<file path="src/rtl/seven_segment_scanner.sv">
// rtl/seven_segment_scanner.sv - multiplexed seven-segment digit scanner with double buffer, blanking and dead time
module seven_segment_scanner #(
  parameter int DIGITS      = 4,
  parameter int REFRESH_DIV = 100000,
  parameter int DEAD        = 2
) (
  input  logic                  clk,
  input  logic                  rst_n,
  input  logic                  load,
  input  logic [4*DIGITS-1:0]   value_in,
  input  logic [DIGITS-1:0]     dp_in,
  input  logic                  lz_en,
  output logic [3:0]            digit_value,
  output logic                  digit_dp,
  output logic [DIGITS-1:0]     anode_n,
  output logic                  frame_done
);

  localparam int TW = $clog2(REFRESH_DIV);
  localparam int IW = $clog2(DIGITS);

  logic [TW-1:0]         tick_q, tick_d;
  logic [IW-1:0]         idx_q, idx_d;
  logic [4*DIGITS-1:0]   pend_val_q, pend_val_d, act_val_q, act_val_d;
  logic [DIGITS-1:0]     pend_dp_q, pend_dp_d, act_dp_q, act_dp_d;
  logic [3:0]            digit_value_q, digit_value_d;
  logic                  digit_dp_q, digit_dp_d;
  logic [DIGITS-1:0]     anode_n_q, anode_n_d;
  logic                  frame_done_q, frame_done_d;

  logic                  tick_wrap, frame_wrap;
  logic                  zero_above;
  logic [DIGITS-1:0]     blank;

  assign tick_wrap  = (tick_q == TW'(REFRESH_DIV - 1));
  assign frame_wrap = tick_wrap && (idx_q == IW'(DIGITS - 1));

  // Walk down from the most significant digit; a digit is blankable while
  // it and everything above it is a zero nibble without a decimal point.
  always_comb begin
    zero_above = 1'b1;
    blank      = '0;
    for (int k = DIGITS - 1; k >= 0; k--) begin
      zero_above = zero_above & (act_val_q[4*k +: 4] == 4'd0) & ~act_dp_q[k];
      blank[k]   = lz_en & zero_above & (k != 0);
    end
  end

  always_comb begin
    tick_d        = tick_wrap ? '0 : tick_q + 1'b1;
    idx_d         = idx_q;
    pend_val_d    = pend_val_q;
    pend_dp_d     = pend_dp_q;
    act_val_d     = act_val_q;
    act_dp_d      = act_dp_q;
    if (tick_wrap) begin
      idx_d = (idx_q == IW'(DIGITS - 1)) ? '0 : idx_q + 1'b1;
    end
    if (load) begin
      pend_val_d = value_in;
      pend_dp_d  = dp_in;
    end
    // Active only changes at the frame boundary, so a frame never tears.
    if (frame_wrap) begin
      act_val_d = pend_val_d;
      act_dp_d  = pend_dp_d;
    end
    digit_value_d = act_val_q[{idx_q, 2'b00} +: 4];
    digit_dp_d    = act_dp_q[idx_q];
    if ((tick_q < TW'(DEAD)) || blank[idx_q]) begin
      anode_n_d = '1;
    end else begin
      anode_n_d = ~(DIGITS'(1) << idx_q);
    end
    frame_done_d  = frame_wrap;
  end

  always_ff @(posedge clk or negedge rst_n) begin
    if (!rst_n) begin
      tick_q        <= '0;
      idx_q         <= '0;
      pend_val_q    <= '0;
      pend_dp_q     <= '0;
      act_val_q     <= '0;
      act_dp_q      <= '0;
      digit_value_q <= '0;
      digit_dp_q    <= 1'b0;
      anode_n_q     <= '1;
      frame_done_q  <= 1'b0;
    end else begin
      tick_q        <= tick_d;
      idx_q         <= idx_d;
      pend_val_q    <= pend_val_d;
      pend_dp_q     <= pend_dp_d;
      act_val_q     <= act_val_d;
      act_dp_q      <= act_dp_d;
      digit_value_q <= digit_value_d;
      digit_dp_q    <= digit_dp_d;
      anode_n_q     <= anode_n_d;
      frame_done_q  <= frame_done_d;
    end
  end

  assign digit_value = digit_value_q;
  assign digit_dp    = digit_dp_q;
  assign anode_n     = anode_n_q;
  assign frame_done  = frame_done_q;

endmodule
</file>
<file path="config.mk">
export PLATFORM = sky130hd
export DESIGN_NAME = seven_segment_scanner
export DESIGN_NICKNAME = d
export VERILOG_FILES = /design/src/rtl/seven_segment_scanner.sv
export SDC_FILE = /design/constraint.sdc
export NUM_CORES = 1
export LEC_CHECK = 0
export CORE_MARGIN = 2
export CORE_UTILIZATION = 30
export DETAILED_ROUTE_END_ITERATION = 8
export GPL_TIMING_DRIVEN = 0
export HOLD_SLACK_MARGIN = 0.1
export RECOVER_POWER = 50
export SLEW_MARGIN = 20
export SYNTH_ARGS = -nofsm -noshare
export SYNTH_HDL_FRONTEND = slang
export SYNTH_SLANG_ARGS = --single-unit
</file>
<file path="constraint.sdc">
create_clock -name clk -period 2.22 [get_ports clk]
set_input_delay 0.666 -clock clk [delete_from_list [all_inputs] [get_ports clk]]
set_output_delay 0.666 -clock clk [all_outputs]
set_load 0.01 [all_outputs]
</file>
# After elaboration in Yosys (flattened, before gate mapping)
# Cells that the tools add are included.
dict set report totals {
  reg_bits 69
  output_inout_bits 10
  word_cells 44
}
dict set report classes {
  shifts 2
  bitwise 12
  addsub 2
  n_lt_le_gt_ge 2
  eq_ne 2
  n_reduce_logical 5
  n_mux 9
}
# operator n
set ops {}
lappend ops {{17-bit by 1-bit adder with 17-bit output, second input constant} 1}
lappend ops {{17-bit equality test, second input constant} 1}
lappend ops {{17-bit by 2-bit less-than comparator with 1-bit output, second input constant} 1}
lappend ops {{17-bit two-way mux} 1}
lappend ops {{16-bit two-way mux} 1}
lappend ops {{16-bit by 5-bit indexed part select with 4-bit output} 1}
lappend ops {{4-bit logical NOT} 3}
lappend ops {{1-bit bitwise AND} 8}
lappend ops {{4-bit two-way mux} 2}
lappend ops {{1-bit binary-select mux with 2-bit select} 2}
lappend ops {{4-bit inverter} 1}
lappend ops {{1-bit by 2-bit << shifter with 4-bit output, first input constant} 1}
lappend ops {{2-bit by 3-bit less-than comparator with 1-bit output, second input constant} 1}
lappend ops {{1-bit inverter} 3}
lappend ops {{2-bit by 1-bit adder with 2-bit output, second input constant} 1}
lappend ops {{2-bit equality test, second input constant} 1}
lappend ops {{1-bit two-way mux} 2}
lappend ops {{2-bit two-way mux} 1}
lappend ops {{1-bit logical AND} 1}
lappend ops {{1-bit logical OR} 1}

# Logic depth before layout (Yosys ltp)
# Gate-level depths: netlist of run 1.
dict set report logic_depth {
  word_depth 11
  depth_mapped 6
}

# Worst setup path after synthesis of run 1
# OpenSTA, ideal clock, no wires.
dict set report synth_timing {
  path_kind {register to register}
  start {reg tick_q[11]}
  end {reg act_dp_q[0]}
  stages_incl_launch_ff 6
  t_required_ns 2.095
  period_less_slack_ns 2.225
  setup_ns 0.125
  path_slack_ns -0.005
  n_path_buf 1
  t_arrival_ns 2.101
  path_cell_list {dfrtp_1 -> or4_1 -> or4_4 -> nor2_4 -> buf_6 -> mux2_2}
}
dict set report synth_via {
  elab_chain_cells 2
}
# item line_no
set synth_rtl {}
lappend synth_rtl {{start, declared} 22} ;# logic [TW-1:0] tick_q, tick_d;
lappend synth_rtl {{start signal, assigned} 91} ;# tick_q <= tick_d;
lappend synth_rtl {{17-bit equality test} 35} ;# assign tick_wrap = (tick_q == TW'(REFRESH_DIV - 1));
lappend synth_rtl {{1-bit logical AND} 36} ;# assign frame_wrap = tick_wrap && (idx_q == IW'(DIGITS - 1));
lappend synth_rtl {{end signal, assigned} 96} ;# act_dp_q <= act_dp_d;
lappend synth_rtl {{end, declared} 25} ;# logic [DIGITS-1:0] pend_dp_q, pend_dp_d, act_dp_q, act_dp_d;
# Every way passes these cells.
# A chain may end at the register's enable or synchronous reset.

# Worst setup path in the final report of run 1
dict set report layout_timing {
  start {reg tick_q[11]}
  end {reg act_val_q[5]}
}
dict set report layout_via {
  elab_chain_cells 2
}
# item line_no
set layout_rtl {}
lappend layout_rtl {{17-bit equality test} 35}
lappend layout_rtl {{1-bit logical AND} 36}
lappend layout_rtl {{end signal, assigned} 95} ;# act_val_q <= act_val_d;
lappend layout_rtl {{end, declared} 24} ;# logic [4*DIGITS-1:0] pend_val_q, pend_val_d, act_val_q, act_val_d;
# Every way passes these cells.

==> impl_metrics.csv, run 1 <==
group,metric,value,unit
timing,fin_ws,0.0163,ns
layout,n_fill_cell,927,
timing,setup_violations,0,
power_and_ir_drop,power.total,2.35,mW
layout,finalInstanceArea,3640,µm²
synthesis,syn_area,2920,µm²
critical_path,cpLargestDelayFamily,"simple AND/OR/NAND/NOR gates",
timing,hold_ws,0.453,ns
critical_path,cp_slowest_cell,"or4_4",
job,drv_cap,0,
synthesis,synth_edf_count,0,
die,core-area,9590,µm²
timing,finalMaxSlewViolations,0,
synthesis,yosys_register_bits,69,
synthesis,async_reset_ff_share,100,%
layout,area_delta_synth_final,24.6,%
synthesis,syn_area_per_cell,13.8,µm²
layout,num_antenna_cells,0,
synthesis,synthDistinctLibCells,28,
clocking,numCtsBuffers,9,
drt,drc_errors,0,
timing,max_freq,0.454,GHz
clocking,ctsHoldBuffers,0,
clocking,cts_sinks,69,
timing,tightest_slew,0.941,ns
timing,fin_skew,0.00965,ns
placed_design,pre_cts_slack,-0.131,ns
layout,register_area,1730,µm²
global_routing,grtUsageTotal,11.1,%
drt,vias,1776,
drt,drt_wl_total,5220,µm
synthesis,ys_seq_area_share,59.3,%
global_routing,grt_pass1_wl,8980,µm
synthesis,ys.warnings.count,0,
clocking,clk_latency,0.34,ns
synthesis,synthFlopType,"dfrtp_1",
timing,fin_crit_sh,99.3,%
layout,num-nets-final,287,
hold_path,hp-class,"in -> async",
drt,drtIter0Drc,59,
critical_path,crit_buf_inv,1,
timing,slew_headroom,37.3,%
placed_design,gp_congestion,0.814,
die,die_h,103,µm
clocking,cts_tree,"yes",
drt,firstDrtPassIters,4,
critical_path,critPathRequiredTime,2.45,ns
synthesis,synth_cells,212,
global_routing,antenna_found_initial,0,
synthesis,synth_fp_nets,241,
critical_path,slowest_delay,0.55,ns
die,rows,36,
die,start_util,30.4,%
critical_path,path_cells,"or4_4 > or4_4 > nor2_4 > buf_8 > mux2_2",
outcome,status,"finished, final reports clean",
timing,fin_crit,2.20,ns
layout,mostFrequentLayoutCells,"65 x dfrtp_1, 37 x mux2_2, 31 x clkdlybuf4s50_1, 15 x nor2_1",
placed_design,port_buffers,32,
die,die_area,10500,µm²
synthesis,synth.largest_area_cell,"dfrtp_1",
global_routing,grt_pass1_vias,1857,
clocking,clkTransAtPathRegs,0.08,ns
power_and_ir_drop,power_density,647,nW/µm²
timing,hold_viol_final,0,
placed_design,hpwlAfterDp,3670,µm
layout,multi_input_area,1150,µm²
die,dieWidth,103,µm
layout,drive_above_1_share,29.3,%
critical_path,crit_path_max_fanout,10,
critical_path,start_kind,"flip-flop",
critical_path,path_class,"reg -> reg",
critical_path,path_common_cell,"or4_4",
drt,post_drt_wl_per_cell,13.2,µm
timing,grt_setup_unrepaired,"yes",
power_and_ir_drop,ir_worst_vdd,0.000333,V
layout,layout_commonest_cell,"dfrtp_1",
drt,final_antenna_net_count,0,
synthesis,synth_top_area_share,55.7,%
placed_design,placed_cell_area,3430,µm²
clocking,clockBufferDepth,2,
clocking,htreeDepth,3,
global_routing,grt_overflow_total,0,
critical_path,end_kind,"flip-flop",
die,pin_count,34,
critical_path,crit_arrival,2.43,ns
drt,avgViaCountPerCell,4.48,
power_and_ir_drop,p_leak,1.57,nW
global_routing,grt_max_degree,53,
synthesis,yosys-top-cells-area,"dfrtp_1 56%, mux2_2 16%, mux4_2 3.9%",
clocking,root_buffer,"clkbuf_8",
-- stage by stage --
| step | cells | TNS (ns) | util [%] |
|---|---|---|---|
| CTS | 394 | -0.0466 | 37.8 |
| detailed placement | 378 | -0.446 | 35.8 |
| finish | 396 | 0 | 37.9 |
| global route | 396 | -0.384 | 37.9 |
| global placement | 377 | -123.24 | 35.5 |
| floorplan | 212 | 0 | - |
-- kinds of logic (layout without fill, tap and decap cells) --
group / Yosys count / count (layout) / synth area share [%]
adders and majority gates: 5 / 5 / 2.14
and+or+nand+nor: 61 / 61 / 11.2
AOI/OAI and AO/OA: 2 / 2 / 0.600
DFF: 69 / 69 / 59.3
muxes: 48 / 48 / 20.4
xor gates and xnor gates: 14 / 14 / 4.20
buffers and inverters: 13 / 64 / 2.19
-- synth_stat cells (3+ instances only) --
cell / count
dfrtp_1: 65
mux2_2: 42
nor2_1: 15
nand3_1: 10
nand4_1: 8
nor3_1: 8
xnor2_1: 8
nand2_1: 7
clkbuf_1: 6
xor2_1: 6
ha_1: 5
inv_1: 5
mux4_2: 5
dfstp_2: 4
nor4_1: 3
-- report_power, final --
part,internal (mW),switching [mW]
Clock,0.443,0.487
Sequential,1.29,0.00776
Combinational,0.0683,0.0546
Total,1.80,0.550
-- flip-flops by register name, indices dropped and copies added, names as in the netlist --
signal and cells:
tick_q 17, anode_n 4, act_dp_q 4, idx_q 2
pend_dp_q 4, act_val_q 16, digit_dp 1, digit_value 4
frame_done 1, pend_val_q 16
-- timing repair --
action	in CTS	in global routing
setup buffers	0	2
pin swaps	0	1
gates cloned	0	0
endpoints found under the setup margin	20	22
gates resized for setup	2	6
-- cell type report --
cell class / instances / share of cell area, %
timing repair buffer: 35 / 9.25
sequential: 69 / 47.6
clock inverter: 6 / 1.27
clock buffer: 10 / 3.78
inverter: 5 / 0.516
tap: 133 / 4.58
buffer: 8 / 1.44
multi-input combinational: 130 / 31.5
-- final timing paths --
path                            start      endpoint  slack (ns)  cells past startpoint
max in group asynchronous       rst_n  act_val_q[8]        0.45                      2
min in group clk            tick_q[0]     tick_q[0]        0.49                      1
max                        tick_q[11]  act_val_q[5]        0.02                      5
min reg2reg                 tick_q[0]     tick_q[0]        0.49                      1
max reg2reg                tick_q[11]  act_val_q[5]        0.02                      5
min                             rst_n     tick_q[0]        0.45                      1
-- per-layer routing --
metal | wire (µm) | share of wire [%] | GRT usage (%)
met4 | 70 | 1.3 | 4.72
met3 | 201 | 3.8 | 2.71
met2 | 2480 | 47 | 17.1
met5 | 0 | 0 | 0
met1 | 2470 | 47 | 14.8
Note: power is estimated with default switching activity, not from simulation.
==> inputs of run 2 (changes only) <==
SLEW_MARGIN = default   (was 20)
clock period = 2.2 ns   (was 2.22 ns; I/O delays follow)
==> run 2 against run 1 <==
The run now ends with capacitance limit, slew limit left. Die area unchanged. Clock skew down 0.0017 ns. Combinational power about the same. Worst setup slack better by 0.016 ns. Total power up 4.4%. Critical path type unchanged. Largest cell class unchanged.
==> impl_metrics.csv, run 2 (synthesized netlist as in run 1, its figures left out) <==
group,metric,value,unit
clocking,htreeDepth,3,
layout,finalInstanceArea,3640,µm²
power_and_ir_drop,combinationalPowerShare,5.0,%
die,rows,36,
power_and_ir_drop,p_switching,0.556,mW
critical_path,path_class,"reg -> reg",
clocking,cts_sinks,69,
drt,post_drt_wl_per_cell,12.9,µm
die,die_area,10500,µm²
outcome,status,"finished, violations left",
hold_path,hp-class,"reg -> reg",
layout,multi_input_area,1130,µm²
clocking,numCtsBuffers,9,
critical_path,crit_path_max_fanout,10,
timing,grt_setup_unrepaired,"yes",
die,core-area,9590,µm²
layout,top_register,"tick_q",
drt,drt_wl_total,5120,µm
layout,register_area,1730,µm²
layout,area_delta_synth_final,24.5,%
clocking,clkTransAtPathRegs,0.08,ns
timing,hold_ws,0.498,ns
drt,avgViaCountPerCell,4.45,
clocking,clk_latency,0.34,ns
drt,drtIter0Drc,75,
layout,largest_reg_flops,17,
power_and_ir_drop,clkPwrFrac,41.6,%
layout,top_regs,"tick_q x17, act_val_q x16, pend_val_q x16",
clocking,root_buffer,"clkbuf_8",
global_routing,grt_overflow_total,0,
critical_path,critPathRequiredTime,2.43,ns
die,start_util,30.4,%
global_routing,grt_pass1_vias,1858,
placed_design,gp_congestion,0.814,
power_and_ir_drop,ir_worst_vdd,0.000271,V
global_routing,grt_pass1_wl,8950,µm
layout,layout_commonest_cell,"dfrtp_1",
timing,fin_skew,0.00800,ns
timing,fin_crit,2.17,ns
global_routing,grt_max_degree,70,
placed_design,placed_cell_area,3400,µm²
clocking,cts_tree,"yes",
timing,max_freq,0.461,GHz
outcome,failed_checks,"capacitance limit, slew limit",
die,pin_count,34,
layout,n_fill_cell,934,
power_and_ir_drop,p_leak,1.58,nW
placed_design,hpwlAfterDp,3550,µm
die,dieWidth,103,µm
timing,tightest_slew,1.67,ns
timing,fin_crit_sh,98.5,%
clocking,ctsHoldBuffers,0,
global_routing,grtUsageTotal,11.0,%
critical_path,end_kind,"flip-flop",
power_and_ir_drop,p_int,1.90,mW
timing,finalMaxSlewViolations,70,
layout,mostFrequentLayoutCells,"65 x dfrtp_1, 42 x mux2_2, 31 x clkdlybuf4s50_1, 15 x nor2_1, 10 x nand3_1",
drt,final_antenna_net_count,0,
drt,vias,1763,
clocking,clockBufferDepth,2,
critical_path,start_kind,"flip-flop",
power_and_ir_drop,seqPwrFrac,53.4,%
die,die_h,103,µm
critical_path,crit_arrival,2.40,ns
timing,setup_violations,0,
power_and_ir_drop,p_sw_share,22.6,%
job,drv_cap,1,
drt,drc_errors,0,
drt,firstDrtPassIters,4,
global_routing,antenna_found_initial,0,
layout,num-nets-final,287,
placed_design,port_buffers,32,
power_and_ir_drop,power_density,676,nW/µm²
timing,hold_viol_final,0,
timing,slew_headroom,-11.5,%
layout,drive_above_1_share,30.0,%
layout,num_antenna_cells,0,
==> run 2: cell count changes in the layout (fill, tap and decap cells not counted), sizes merged <==
cell,delta
clkinv,+1
clkbuf,-2
clkinvlp,-1
bufinv,+1
buf,+1
==> run 2: worst max-delay path: stages (launching register included) <==
cell	delay (ns)
dfrtp_1	0.41
or4_4	0.53
or4_4	0.48
nor2_4	0.15
buf_8	0.16
mux2_2	0.34
==> run 2: power groups by stage <==
stage	sequential [mW]	clock [mW]	combinational, mW
after floorplan	1.33	0	0.0509
after global placement	1.34	0	0.127
after detailed placement	1.34	0	0.127
after CTS	1.31	1.06	0.127
after global routing	1.32	1.12	0.139
final	1.31	1.02	0.122
==> run 2: per-stage QoR <==
step           cells  util (%)  total power, mW  setup TNS (ns)  setup slack (ns)
2_1_floorplan    212         -             1.39               0            0.0950
3_3_place_gp     377      35.5             1.46         -124.38             -1.84
3_5_place_dp     377      35.5             1.46          -0.930            -0.141
4_1_cts          394      37.7             2.50       -0.000622         -0.000455
5_1_grt          396      37.9             2.57          -0.480           -0.0373
6_report         396      37.9             2.46               0            0.0327
==> run 2: path summary, 6_finish.rpt <==
path	cells after the start	endpoint	slack, ns	start
max in group asynchronous	1	act_val_q[9]	0.46	rst_n
hold reg to reg	1	pend_val_q[2]	0.50	pend_val_q[2]
hold / removal	1	pend_val_q[2]	0.50	pend_val_q[2]
setup / recovery	5	act_val_q[3]	0.03	tick_q[8]
min in group asynchronous	1	idx_q[1]	0.72	rst_n
setup reg to reg	5	act_val_q[3]	0.03	tick_q[8]
==> run 2: timing repair <==
action | in CTS | in global routing
endpoints found under the hold margin | 0 | 0
endpoints found under the setup margin | 22 | 22
pin swaps | 0 | 2
buffers inserted | 1 | 2
gates resized for setup | 2 | 2
==> run 2: routing by layer <==
layer / share of wire (%) / global-route usage [%] / vias to the layer above / wire, µm
met2: 46 / 17.2 / 30 / 2370
met5: 0 / 0 / - / 0
met1: 48 / 14.6 / 878 / 2460
met4: 2.2 / 4.92 / 0 / 112
met3: 3.6 / 2.71 / 9 / 182
li1: - / - / 846 / -
==> run 2: area by class of cell <==
type / count / share of cell area (%)
plain buffers: 8 / 1.45
inverters: 5 / 0.516
flip-flops and latches: 69 / 47.6
clock inverters: 7 / 2.03
clock buffers: 9 / 3.41
repair buffers: 35 / 9.29
well taps: 133 / 4.58
multi-input cells: 130 / 31.1
